`src/rtl/yasac_pkg.sv`:
```
// Shared definitions for the yasac processor port peripherals:
// UART transmitter FSM states and port bit positions.
package yasac_pkg;

    typedef enum logic [2:0] {
        ST_IDLE   = 3'd0,
        ST_START  = 3'd1,
        ST_DATA   = 3'd2,
        ST_PARITY = 3'd3,
        ST_STOP   = 3'd4
    } tx_state_e;

    // tx_ctrl (port01) bit positions
    localparam int CTRL_REQ     = 0;
    localparam int CTRL_PAR_EN  = 1;
    localparam int CTRL_PAR_ODD = 2;
    localparam int CTRL_CLR_OVR = 3;

    // tx_status (port08) bit positions
    localparam int STAT_ACK  = 0;
    localparam int STAT_BUSY = 1;
    localparam int STAT_OVR  = 2;

endpackage

```
`src/rtl/uart_baud_gen.sv`:
```
// Reloadable 16-bit down-counter pacing the serial bit period; bit_done
// pulses for one cycle when the current bit has lasted CLKS_PER_BIT cycles.
module uart_baud_gen #(
    parameter int CLKS_PER_BIT = 16
) (
    input  logic clk,
    input  logic rst,
    input  logic en,
    input  logic reload,
    output logic bit_done
);

    localparam logic [15:0] RELOAD_VAL = 16'(CLKS_PER_BIT - 1);

    logic [15:0] cnt_q;
    logic [15:0] cnt_d;

    always_comb begin
        cnt_d = cnt_q;
        if (reload) begin
            cnt_d = RELOAD_VAL;
        end else if (en && (cnt_q != 16'd0)) begin
            cnt_d = cnt_q - 16'd1;
        end
    end

    always_ff @(posedge clk or posedge rst) begin
        if (rst) begin
            cnt_q <= 16'd0;
        end else begin
            cnt_q <= cnt_d;
        end
    end

    assign bit_done = en && (cnt_q == 16'd0);

endmodule

```
`src/rtl/port_uart_tx.sv`:
```
// Port-mapped UART transmitter: toggle req/ack handshake on port01/port08,
// 8N1 or 8-bit-plus-parity framing, sticky overrun flag.
module port_uart_tx
    import yasac_pkg::*;
#(
    parameter int CLKS_PER_BIT = 16
) (
    input  logic       clk,
    input  logic       reset,
    input  logic [7:0] tx_data,
    input  logic [7:0] tx_ctrl,
    output logic [7:0] tx_status,
    output logic       tx
);

    tx_state_e  state_q,   state_d;
    logic [7:0] data_q,    data_d;
    logic       par_en_q,  par_en_d;
    logic       par_odd_q, par_odd_d;
    logic [2:0] bit_cnt_q, bit_cnt_d;
    logic       tx_q,      tx_d;
    logic       ack_q,     ack_d;
    logic       busy_q,    busy_d;
    logic       ovr_q,     ovr_d;
    logic       req_prev_q;

    logic baud_en;
    logic baud_reload;
    logic bit_done;
    logic req_pending;
    logic req_toggled;
    logic parity_bit;

    uart_baud_gen #(
        .CLKS_PER_BIT (CLKS_PER_BIT)
    ) u_baud (
        .clk      (clk),
        .rst      (reset),
        .en       (baud_en),
        .reload   (baud_reload),
        .bit_done (bit_done)
    );

    assign baud_en     = (state_q != ST_IDLE);
    assign req_pending = tx_ctrl[CTRL_REQ] ^ ack_q;
    assign req_toggled = tx_ctrl[CTRL_REQ] ^ req_prev_q;
    assign parity_bit  = (^data_q) ^ par_odd_q;

    always_comb begin
        state_d     = state_q;
        data_d      = data_q;
        par_en_d    = par_en_q;
        par_odd_d   = par_odd_q;
        bit_cnt_d   = bit_cnt_q;
        ack_d       = ack_q;
        baud_reload = 1'b0;

        unique case (state_q)
            ST_IDLE: begin
                if (req_pending) begin
                    state_d     = ST_START;
                    data_d      = tx_data;
                    par_en_d    = tx_ctrl[CTRL_PAR_EN];
                    par_odd_d   = tx_ctrl[CTRL_PAR_ODD];
                    bit_cnt_d   = 3'd0;
                    baud_reload = 1'b1;
                end
            end
            ST_START: begin
                if (bit_done) begin
                    state_d     = ST_DATA;
                    baud_reload = 1'b1;
                end
            end
            ST_DATA: begin
                if (bit_done) begin
                    baud_reload = 1'b1;
                    bit_cnt_d   = bit_cnt_q + 3'd1;
                    if (bit_cnt_q == 3'd7) begin
                        state_d = par_en_q ? ST_PARITY : ST_STOP;
                    end
                end
            end
            ST_PARITY: begin
                if (bit_done) begin
                    state_d     = ST_STOP;
                    baud_reload = 1'b1;
                end
            end
            ST_STOP: begin
                if (bit_done) begin
                    state_d = ST_IDLE;
                    ack_d   = ~ack_q;
                end
            end
            default: begin
                state_d = ST_IDLE;
            end
        endcase
    end

    // Line level follows the next state so tx changes on the same edge as the FSM.
    always_comb begin
        tx_d = 1'b1;
        unique case (state_d)
            ST_START:  tx_d = 1'b0;
            ST_DATA:   tx_d = data_d[bit_cnt_d];
            ST_PARITY: tx_d = parity_bit;
            default:   tx_d = 1'b1;
        endcase
        busy_d = (state_d != ST_IDLE);
    end

    // Clear wins over a toggle seen in the same cycle.
    always_comb begin
        ovr_d = ovr_q;
        if (tx_ctrl[CTRL_CLR_OVR]) begin
            ovr_d = 1'b0;
        end else if (req_toggled && (state_q != ST_IDLE)) begin
            ovr_d = 1'b1;
        end
    end

    always_ff @(posedge clk or posedge reset) begin
        if (reset) begin
            state_q    <= ST_IDLE;
            data_q     <= 8'h00;
            par_en_q   <= 1'b0;
            par_odd_q  <= 1'b0;
            bit_cnt_q  <= 3'd0;
            tx_q       <= 1'b1;
            ack_q      <= 1'b0;
            busy_q     <= 1'b0;
            ovr_q      <= 1'b0;
            req_prev_q <= 1'b0;
        end else begin
            state_q    <= state_d;
            data_q     <= data_d;
            par_en_q   <= par_en_d;
            par_odd_q  <= par_odd_d;
            bit_cnt_q  <= bit_cnt_d;
            tx_q       <= tx_d;
            ack_q      <= ack_d;
            busy_q     <= busy_d;
            ovr_q      <= ovr_d;
            req_prev_q <= tx_ctrl[CTRL_REQ];
        end
    end

    assign tx = tx_q;

    always_comb begin
        tx_status            = 8'h00;
        tx_status[STAT_ACK]  = ack_q;
        tx_status[STAT_BUSY] = busy_q;
        tx_status[STAT_OVR]  = ovr_q;
    end

endmodule

```
`config.mk`:
```
export PLATFORM = sky130hd
export DESIGN_NAME = port_uart_tx
export DESIGN_NICKNAME = d
export VERILOG_FILES = /design/src/rtl/yasac_pkg.sv /design/src/rtl/uart_baud_gen.sv /design/src/rtl/port_uart_tx.sv
export SDC_FILE = /design/constraint.sdc
export NUM_CORES = 1
export LEC_CHECK = 0
export CORE_UTILIZATION = 54
export DETAILED_ROUTE_END_ITERATION = 16
export PLACE_DENSITY = 0.78
export REMOVE_ABC_BUFFERS = 1
export SETUP_SLACK_MARGIN = 0.4
export SLEW_MARGIN = 10
export SYNTH_ARGS = -nofsm -noshare
export SYNTH_HDL_FRONTEND = slang
export SYNTH_SLANG_ARGS = --single-unit
```
`constraint.sdc`:
```
create_clock -name clk -period 2.72 [get_ports clk]
set_input_delay 0.816 -clock clk [delete_from_list [all_inputs] [get_ports clk]]
set_output_delay 0.816 -clock clk [all_outputs]
set_load 0.01 [all_outputs]
```
Word-level counts from Yosys, hierarchy flattened. Cells that the tools add are included.

Bits of input ports: 18. Bits in registers: 37. Output and inout bits: 9.

Add/sub/neg operators: 2. Multiplexer cells: 23. Bitwise logic cells: 4. $lt $le $gt $ge: 1. Reductions and logical operators: 14. Eq/ne operators: 8.

Operators with widths (number): 2-to-1 mux 16 bit (2); 2-to-1 mux 3 bit (9); zero test 16 bit (1); 2-to-1 mux 8 bit (2); nonzero test 16 bit (1); subtractor 16 x 1 -> 16 bit, second input constant (1); case mux 3 bit (5 select lines) (1); equality test 3 x 2 -> 1 bit, second input constant (4); parity 8 bit (1); equality test 3 x 1 -> 1 bit, second input constant (2); equality test 3 bit, second input constant (2); case mux 3 bit (2 select lines) (1); nonzero test 3 bit (2); 2-to-1 mux 1 bit (5); < comparator 3 x 4 -> 1 bit, second input constant (1); AND reduction 2 bit (2); nonzero test 2 bit (2); adder 3 x 1 -> 3 bit, second input constant (1); binary-select mux 1 bit (select 3 bit) (1); logical AND 1 bit (3); zero test 3 bit (1); case mux 1 bit (3 select lines) (1); OR reduction 3 bit (1); XOR 1 bit (3); other kinds (2) (2).

Longest topological paths before layout. Gate-level depths: netlist of run 1.

Depth after elaboration: 7. Gate-level depth with buffers: 11. Mapped depth without buffers: 10.

Modules after synthesis. A second synthesis of run 1 with hierarchy kept.

Cells, all modules: 225. Area total of the unflattened synthesis: 2150.8 µm².

Modules (own cells, without submodules): port_uart_tx (cells each 126, instances 1, area each 1212.4 µm²); uart_baud_gen (cells each 99, instances 1, area each 938.4 µm²).

Least setup slack after synthesis of run 1. Ideal clock, no wire load.

Path type: input-to-reg. Start: input port tx_ctrl[0]. End: register tx_q, in the netlist tx. Setup time: 0.093 ns. Data arrival time: 2.303 ns. Slack: 0.323 ns. Buffers on the path: 1. Data required time: 2.627 ns. Stages on the path: 8. Path through: xor2_1 > nand2b_1 > buf_1 > mux2_2 > a21oi_1 > nor3_2 > nor4_1 > a221oi_2.

Word-level cells in the longest chain between the ends: 6. Elaborated cells on any way between the ends: 13. Those cells by class: 3 x eq/ne; 9 x mux; 1 x bitwise.

RTL lines: from (decl) (line port_uart_tx.sv:11) `input logic [7:0] tx_ctrl,`; XOR 1 bit (line port_uart_tx.sv:45) `assign req_pending = tx_ctrl[CTRL_REQ] ^ ack_q;`; 2-to-1 mux 8 bit (line port_uart_tx.sv:60) `if (req_pending) begin`; 2-to-1 mux 8 bit (line port_uart_tx.sv:58) `unique case (state_q)`; named net data_d[6] (line port_uart_tx.sv:17) `logic [7:0] data_q, data_d;`; binary-select mux 1 bit (select 3 bit) (line port_uart_tx.sv:107) `ST_DATA: tx_d = data_d[bit_cnt_d];`; 2-to-1 mux 1 bit (not written as such) (line port_uart_tx.sv:107); case mux 1 bit (3 select lines) (line port_uart_tx.sv:105) `unique case (state_d)`; named net tx_d (line port_uart_tx.sv:21) `logic tx_q, tx_d;`; to (signal assigned) (line port_uart_tx.sv:142) `tx_q <= tx_d;`; to (decl) (line port_uart_tx.sv:21).

The timed path passes the listed nets, and every way through them passes these cells. The select of a mux whose other input is x is not followed. A chain may end at the register's enable or synchronous reset.

Final worst setup path of run 1.
Start: register u_baud.cnt_q[1]. End: register u_baud.cnt_q[11].

Word-level cells in the longest chain between the ends: 5. Elaborated cells on any way between the ends: 10. Those cells by class: 1 x add/sub; 4 x mux; 5 x reduce/logical.

RTL lines: from (decl) (line uart_baud_gen.sv:15) `logic [15:0] cnt_q;`; from (signal assigned) (line uart_baud_gen.sv:31) `cnt_q <= cnt_d;`; branches (longest 5 deep; another with subtractor 16 x 1 -> 16 bit).

Parallel ways; which one is timed is not known. The select of a mux whose other input is x is not followed.

==> results of run 1 <==
-- flip-flops by register name, summed over array words and instances (netlist names) --
name and cells:
u_baud.cnt_q 16, tx 1, state_q 3, ovr_q 1, bit_cnt_q 3, data_q 8, req_prev_q 1, ack_q 1
busy_q 1, par_odd_q 1, par_en_q 1
-- how the worst max path moves through the flow --
stage / startpoint / end / slack (ps)
after CTS: u_baud.cnt_q[0]$_DFFE_PP0P_ / tx$_DFF_PP1_ / 380
after global routing: u_baud.cnt_q[1]$_DFFE_PP0P_ / u_baud.cnt_q[11]$_DFFE_PP0P_ / 330
after floorplan: u_baud.cnt_q[0]$_DFFE_PP0P_ / u_baud.cnt_q[10]$_DFFE_PP0P_ / 310
after global placement: tx_ctrl[0] / tx$_DFF_PP1_ / -180
final: u_baud.cnt_q[1]$_DFFE_PP0P_ / u_baud.cnt_q[11]$_DFFE_PP0P_ / 380
after detailed placement: tx_ctrl[0] / tx$_DFF_PP1_ / -270
-- synthesized netlist by cell type (2+ instances only) --
cell	n	area share (%)
o21ai_1	2	0.49
ha_1	4	2.5
or4_1	3	1.1
nor4_1	5	1.5
mux2_2	10	5.5
a21oi_1	9	2.2
buf_4	9	3.3
xor2_1	5	2.1
xnor2_1	17	7.3
o21ai_0	5	1.2
and3_1	2	0.61
nand2_1	9	1.7
buf_2	3	0.74
dfrtp_1	36	44
nor4b_1	2	0.86
nor3_1	6	1.5
or3_1	5	1.5
nand3_1	5	1.2
nor2_1	17	3.1
nand2b_1	6	1.8
inv_1	7	1.3
-- per-layer routing --
layer | vias up | share of wire (%) | GRT usage (%)
li1 | 748 | - | -
met3 | 14 | 4.7 | 5.978
met4 | 0 | 2.4 | 8.239
met5 | - | 0 | 0
met2 | 66 | 51 | 39.36
met1 | 808 | 42 | 30.72
-- kinds of logic after synthesis --
kind of cell | after synthesis
flops | 37
fa+ha+maj | 4
mux | 12
other cells | 1
xor+xnor | 22
compound gates | 30
buf+inv | 23
simple gates | 67
-- worst max-delay path, delay by kind of cell, from the launching register on --
family | cells | cell delay, ps
buf+inv | 2 | 240
fa+ha+maj | 1 | 160
flops | 1 | 440
simple gates | 5 | 1310
compound gates | 1 | 120
-- power by group --
group	internal, mW	leakage (nW)	switching [mW]
clock	0.299	0.0585	0.203
sequential	0.561	0.462	0.00752
combinational	0.0495	0.686	0.0416
-- through the flow --
stage | hold slack [ps] | cell area, µm² | cells
floorplan | 500.9 | 1956 | 185
global placement | 479.3 | 2281 | 261
detailed placement | 513.1 | 2281 | 261
CTS | 538.7 | 2470 | 271
global route | 561.4 | 2655 | 282
finish | 533.6 | 2655 | 282
-- area by class of cell --
class	instances	share of cell area, %
Timing Repair Buffer	42	13.48
Clock inverter	1	1.131
Inverter	8	1.131
Sequential cell	37	34.97
Multi-Input combinational cell	141	43.87
Clock buffer	7	3.252
Tap cell	46	2.168
-- what timing repair did --
action                     CTS  global route
setup endpoints to repair    6            12
resized for setup           11            21
setup buffers                1            11
gates cloned                 1             0
pin swaps                    1            11
==> results.txt, run 1 <==
----------------------------------------------------
[Setup path]
  Startpoint of the worst-slack reg-to-reg timing path ... u_baud.cnt_q[1]$_DFFE_PP0P_
  Worst Path Max Fanout ... 6
  R2R depth ... 9
  CP Data Required Time ... 2950 ps
  Reg-to-reg setup timing slack ... 380 ps
  Startpoint class of the critical path ... flop
  Kind of critical path ... reg -> reg
  Crit. End Element ... flop
  Critical path, cell by cell ... inv_2 -> ha_4 -> nor4b_4 -> buf_4 -> nand4b_4 -> nand2_4 -> or4_4 -> or3_4 -> a21oi_2
  Critical Path Max Stage Delay ... 620 ps
  Cell with the largest stage delay on the worst path ... or4_4
  Crit path arrival time ... 2570 ps
  Reg-to-reg critical path endpoint ... u_baud.cnt_q[11]$_DFFE_PP0P_

[Floorplanning]
  Number of placed I/O pins ... 27
  Chip height ... 63.50 µm
  Floorplan core area ... 0.003468 mm²
  Number of placement rows ... 21
  Floorplan die width ... 63.50 µm
  Die outline area ... 0.004032 mm²
  Starting utilization of the core area ... 58.87%

[Clocking]
  Clock sink count ... 37
  Root buffer selected by CTS ... clkbuf_8
  CTS tree ... yes
  Clock buffers created by TritonCTS ... 5
  Hold buffer count at cts ... 0
  H-tree depth ... 2
  Maximum buffer depth of the clock tree ... 2
  Later-pin clock latency in the skew report ... 300 ps
  Clock-pin slew on the worst setup and hold paths ... 70 ps

[Logic synthesis]
  Compound-gate portion of the synthesized area ... 10.54%
  Gate Count Post-Synth ... 196
  Basic-gate share of the synthesized area counting and, or, nand and nor cells ... 18.81%
  Register bit count reported by yosys ... 37
  Synthesized-area fraction occupied by adder cells ... 2.451%
  Dominant combinational cell family by area after synthesis ... simple AND/OR/NAND/NOR gates
  Sequential cell area fraction in the yosys report ... 45.40%
  Share of flip-flops with an asynchronous set or reset ... 100.0%
  Post-synth top flop ... dfrtp_1
  Per-instance average area after synthesis ... 10.42 µm²
  Cell area after technology mapping ... 0.002042 mm²
  Number of distinct library cells after synthesis ... 50
  Share of synthesized area spent on multiplexers ... 6.740%
  Fraction of synthesized cell area in xor and xnor cells ... 9.436%
  EDFF count, synth ... 0
  Count of warnings emitted by yosys ... 0

[GRT]
  Antenna violations before repair ... 0
  Tot GR Track Use ... 24.03%
  Number of global-route vias before repair ... 1551
  Pin count of the biggest net entering global routing ... 38
  Wire length of the first global-routing pass ... 7396 µm
  Overflow left after global routing ... 0

[Status]
  Run status ... completed

[Run]
  # Max-Cap Violations ... 0

[Min path]
  Hold path endpoint ... ovr_q$_DFFE_PP0P_
  Startpoint of the lowest-slack hold path ... ovr_q$_DFFE_PP0P_
  Hold Path Cell Cnt ... 2
  Worst hold path type ... reg -> reg

[Final layout]
  Most common library cell in the layout ignoring fill and taps ... dfrtp_1
  Sequential Area ... 928.4 µm²
  Share of post-route cells with drive strength above 1 ... 32.63%
  Area overhead of the layout relative to synthesis ... 30.02%
  Multi-input gate area in the final layout ... 0.001165 mm²
  Top library cells by usage in the layout, fill and taps aside ... dfrtp_1 (35), buf_4 (25), nor2_1 (17), xnor2_1 (17), clkdlybuf4s50_1 (16)
  Nets@finish ... 257
  Post-layout util ... 76.55%
  Fill count ... 227
  Antenna diode count ... 0

[Routing]
  Via count ... 1636
  Violation count after the first detailed-routing iteration ... 118
  Routed Antenna Nets ... 0
  Vias per Instance ... 5.801
  Number of remaining DRC errors ... 0
  DR pass1 iterations ... 4
  Average detailed-routed wire length per instance ... 17.49 µm
  Final wirelength ... 4931 µm

[Placement]
  Setup slack after placement ... -267.4 ps
  Port Buffer Count ... 17
  HPWL after detailed placement ... 2880 µm
  Weighted congestion reported at the end of routability-driven placement ... 0.7871

[STA]
  F_max ... 427.5 MHz
  Final min period ... 2339 ps
  Crit path setup slack, layout ... 380.8 ps
  Setup repair after global routing missed its margin ... true
  Final worst-path cycle share ... 86.00%
  Count of endpoints failing hold in the final timing report ... 0
  Slew Viols, Final ... 0
  Worst clock skew ... 7.130 ps
  Number of endpoints failing setup at the final stage ... 0
  Sum Neg Setup Slack ... 0 ps

[Power]
  Worst VDD drop ... 0.3221 mV
  Areal power density over the cells ... 437.4 mW/mm²
  Post-layout total power ... 1.161 mW
  Static Leak ... 1.206 nW

----------------------------------------------------
(Power assumes the default switching activity.)
==> run 2, diff against run 1 <==
--- a/config.mk
+++ b/config.mk
@@ -5,9 +5,11 @@
 export SDC_FILE = /design/constraint.sdc
 export NUM_CORES = 1
 export LEC_CHECK = 0
-export CORE_UTILIZATION = 54
+export CAP_MARGIN = 25
+export CORE_UTILIZATION = 49
 export DETAILED_ROUTE_END_ITERATION = 16
-export PLACE_DENSITY = 0.78
+export MAX_ROUTING_LAYER = met4
+export PLACE_DENSITY = 0.75
 export REMOVE_ABC_BUFFERS = 1
 export SETUP_SLACK_MARGIN = 0.4
 export SLEW_MARGIN = 10
==> constraint.sdc (replaced) <==
create_clock -name clk -period 1.95 [get_ports clk]
set_input_delay 0.585 -clock clk [delete_from_list [all_inputs] [get_ports clk]]
set_output_delay 0.585 -clock clk [all_outputs]
set_load 0.01 [all_outputs]
==> run 2 against run 1 <==
The flow now finishes with violations (negative setup slack). Count of clock-buffer cells in the layout down 1. Global-route usage up 0.29 points. Total power up 25%. Die area up 9.9%. Sequential share of layout area down 4.9 points. Routed wire length up 5.9%. Critical endpoint is now tx$_DFF_PP1_. Largest cell class unchanged.
==> results.txt, run 2 (same netlist as run 1, synthesis figures left out) <==
----------------------------------------------------
[Status]
  Run status ... complete, but fails checks
  Violated checks ... negative setup slack

[Final layout]
  Nets@finish ... 294
  Antenna diode count ... 0
  Top library cells by usage in the layout, fill and taps aside ... buf_4 (46), dfrtp_1 (36), xnor2_1 (17), buf_6 (17)
  Flip-flop count of the largest register, all copies and words added ... 16
  Area overhead of the layout relative to synthesis ... 51.04%
  Most common library cell in the layout ignoring fill and taps ... buf_4
  Share of post-route cells with drive strength above 1 ... 48.72%
  Leading registers by flop count ... u_baud.cnt_q: 16 flops, data_q: 8 flops
  Most flop-heavy register ... u_baud.cnt_q
  Fill count ... 231

[STA]
  Count of endpoints failing hold in the final timing report ... 0
  Slew Viols, Final ... 0
  Worst clock skew ... 4.781 ps
  Final min period ... 2190 ps
  Setup repair after global routing missed its margin ... true
  Sum Neg Setup Slack ... -3316 ps
  Final worst-path cycle share ... 112.3%
  F_max ... 456.5 MHz
  Number of endpoints failing setup at the final stage ... 19
  Worst-case headroom to the max-slew limit ... 65.10%
  Pin slew with the least headroom to its limit ... 516.2 ps
  Crit path setup slack, layout ... -240.3 ps

[Run]
  # Max-Cap Violations ... 0

[GRT]
  Overflow left after global routing ... 0
  Tot GR Track Use ... 24.32%
  Pin count of the biggest net entering global routing ... 23
  Wire length of the first global-routing pass ... 7810 µm
  Antenna violations before repair ... 0
  Number of global-route vias before repair ... 1681

[Floorplanning]
  Chip height ... 66.56 µm
  Floorplan core area ... 0.004000 mm²
  Number of placement rows ... 23
  Starting utilization of the core area ... 51.05%
  Die outline area ... 0.004430 mm²
  Floorplan die width ... 66.56 µm
  Number of placed I/O pins ... 27

[Clocking]
  Later-pin clock latency in the skew report ... 290 ps
  Clock-pin slew on the worst setup and hold paths ... 80 ps
  Hold buffer count at cts ... 0
  Maximum buffer depth of the clock tree ... 2
  CTS tree ... yes
  Clock buffers created by TritonCTS ... 5
  Root buffer selected by CTS ... clkbuf_8
  H-tree depth ... 2
  Clock sink count ... 37

[Setup path]
  Startpoint class of the critical path ... flop
  Worst Path Max Fanout ... 6
  R2R depth ... 7
  Reg-to-reg critical path endpoint ... tx$_DFF_PP1_
  CP startpoint ... u_baud.cnt_q[10]$_DFFE_PP0P_
  Startpoint of the worst-slack reg-to-reg timing path ... u_baud.cnt_q[10]$_DFFE_PP0P_
  Reg-to-reg setup timing slack ... -240 ps
  CP Data Required Time ... 2150 ps
  Kind of critical path ... reg -> reg
  Worst setup path endpoint ... tx$_DFF_PP1_
  Crit path arrival time ... 2390 ps
  Crit. End Element ... flop

[Routing]
  Number of remaining DRC errors ... 0
  Average detailed-routed wire length per instance ... 16.16 µm
  Via count ... 1715
  Routed Antenna Nets ... 0
  Violation count after the first detailed-routing iteration ... 77
  Final wirelength ... 5220 µm
  DR pass1 iterations ... 4
  Vias per Instance ... 5.310

[Power]
  Internal power consumption ... 1.101 mW
  Sw Share ... 24.16%
  Part of the power in the clock network ... 36.1%
  Post-layout total power ... 1.451 mW
  Part of the power in registers ... 54.7%
  Static Leak ... 1.437 nW
  P_sw ... 350.7 µW
  Worst VDD drop ... 0.4390 mV
  Fraction of power consumed by combinational cells ... 9.3%
  Areal power density over the cells ... 470.6 mW/mm²

[Placement]
  Weighted congestion reported at the end of routability-driven placement ... 0.8903
  Port Buffer Count ... 17
  HPWL after detailed placement ... 3070 µm

[Min path]
  Worst hold path type ... in -> reg

----------------------------------------------------
[run 2: area by class of cell]
class	count	area, µm²	share of cell area, %
timing repair buffer	80	700.7	22.72
multi-input combinational	140	1281	41.54
clock inverter	2	10.01	0.3245
clock buffer	6	72.57	2.353
tap	50	62.56	2.028
sequential	37	927.1	30.06
inverter	8	30.03	0.9736
[run 2: critical path: stages (launching register included)]
cell and delay (ps):
dfrtp_1 380, or4_4 560, and4b_2 400, nand3_1 150, o21ai_4 120, buf_4 140
nand2_1 70, a221oi_2 280
[run 2: per-layer routing]
layer / GRT usage, % / up-vias / wire length [µm] / share of wire, %
met2: 40.15 / 36 / 2699 / 52
met4: 9.043 / 0 / 74 / 1.4
met1: 29.58 / 853 / 2278 / 44
li1: - / 820 / - / -
met3: 4.281 / 6 / 167 / 3.2
met5: - / - / 0 / 0
[run 2: timing repair]
item,4_1_cts,5_1_grt
setup buffers,9,5
setup endpoints to repair,39,33
resized for setup,71,23
pin swaps,22,7
endpoints found under the hold margin,0,0
cloned,1,0
[run 2: worst min-delay path by stage]
stage | from | depth (start not counted) | slack, ps | end
global route | tx_ctrl[0] | 1 | 480 | req_prev_q$_DFF_PP0_
CTS | par_en_q$_DFFE_PP0P_ | 1 | 550 | par_en_q$_DFFE_PP0P_
global placement | ovr_q$_DFFE_PP0P_ | 2 | 490 | ovr_q$_DFFE_PP0P_
detailed placement | par_en_q$_DFFE_PP0P_ | 1 | 530 | par_en_q$_DFFE_PP0P_
floorplan | par_odd_q$_DFFE_PP0P_ | 1 | 500 | par_odd_q$_DFFE_PP0P_
finish | tx_ctrl[0] | 1 | 480 | req_prev_q$_DFF_PP0_
[run 2: stage by stage]
step                cells  instance area, µm²  hold WS, ps  setup WS, ps  utilization (%)
global placement      300                2549        485.8        -625.2            63.72
floorplan             185                1956        500.9        -461.1                -
global route          323                3084        481.4        -310.4            77.10
detailed placement    300                2549        530.8        -738.9            63.72
finish                323                3084        484.7        -240.3            77.10
CTS                   318                2950        547.6        -212.5            73.76
[run 2: power by group through the flow]
stage / Combinational [mW] / Clock [mW] / Sequential, mW
2_1_floorplan: 0.0724 / 0 / 0.807
3_3_place_gp: 0.122 / 0 / 0.807
3_5_place_dp: 0.126 / 0 / 0.808
4_1_cts: 0.129 / 0.538 / 0.793
5_1_grt: 0.146 / 0.565 / 0.795
6_report: 0.134 / 0.524 / 0.793
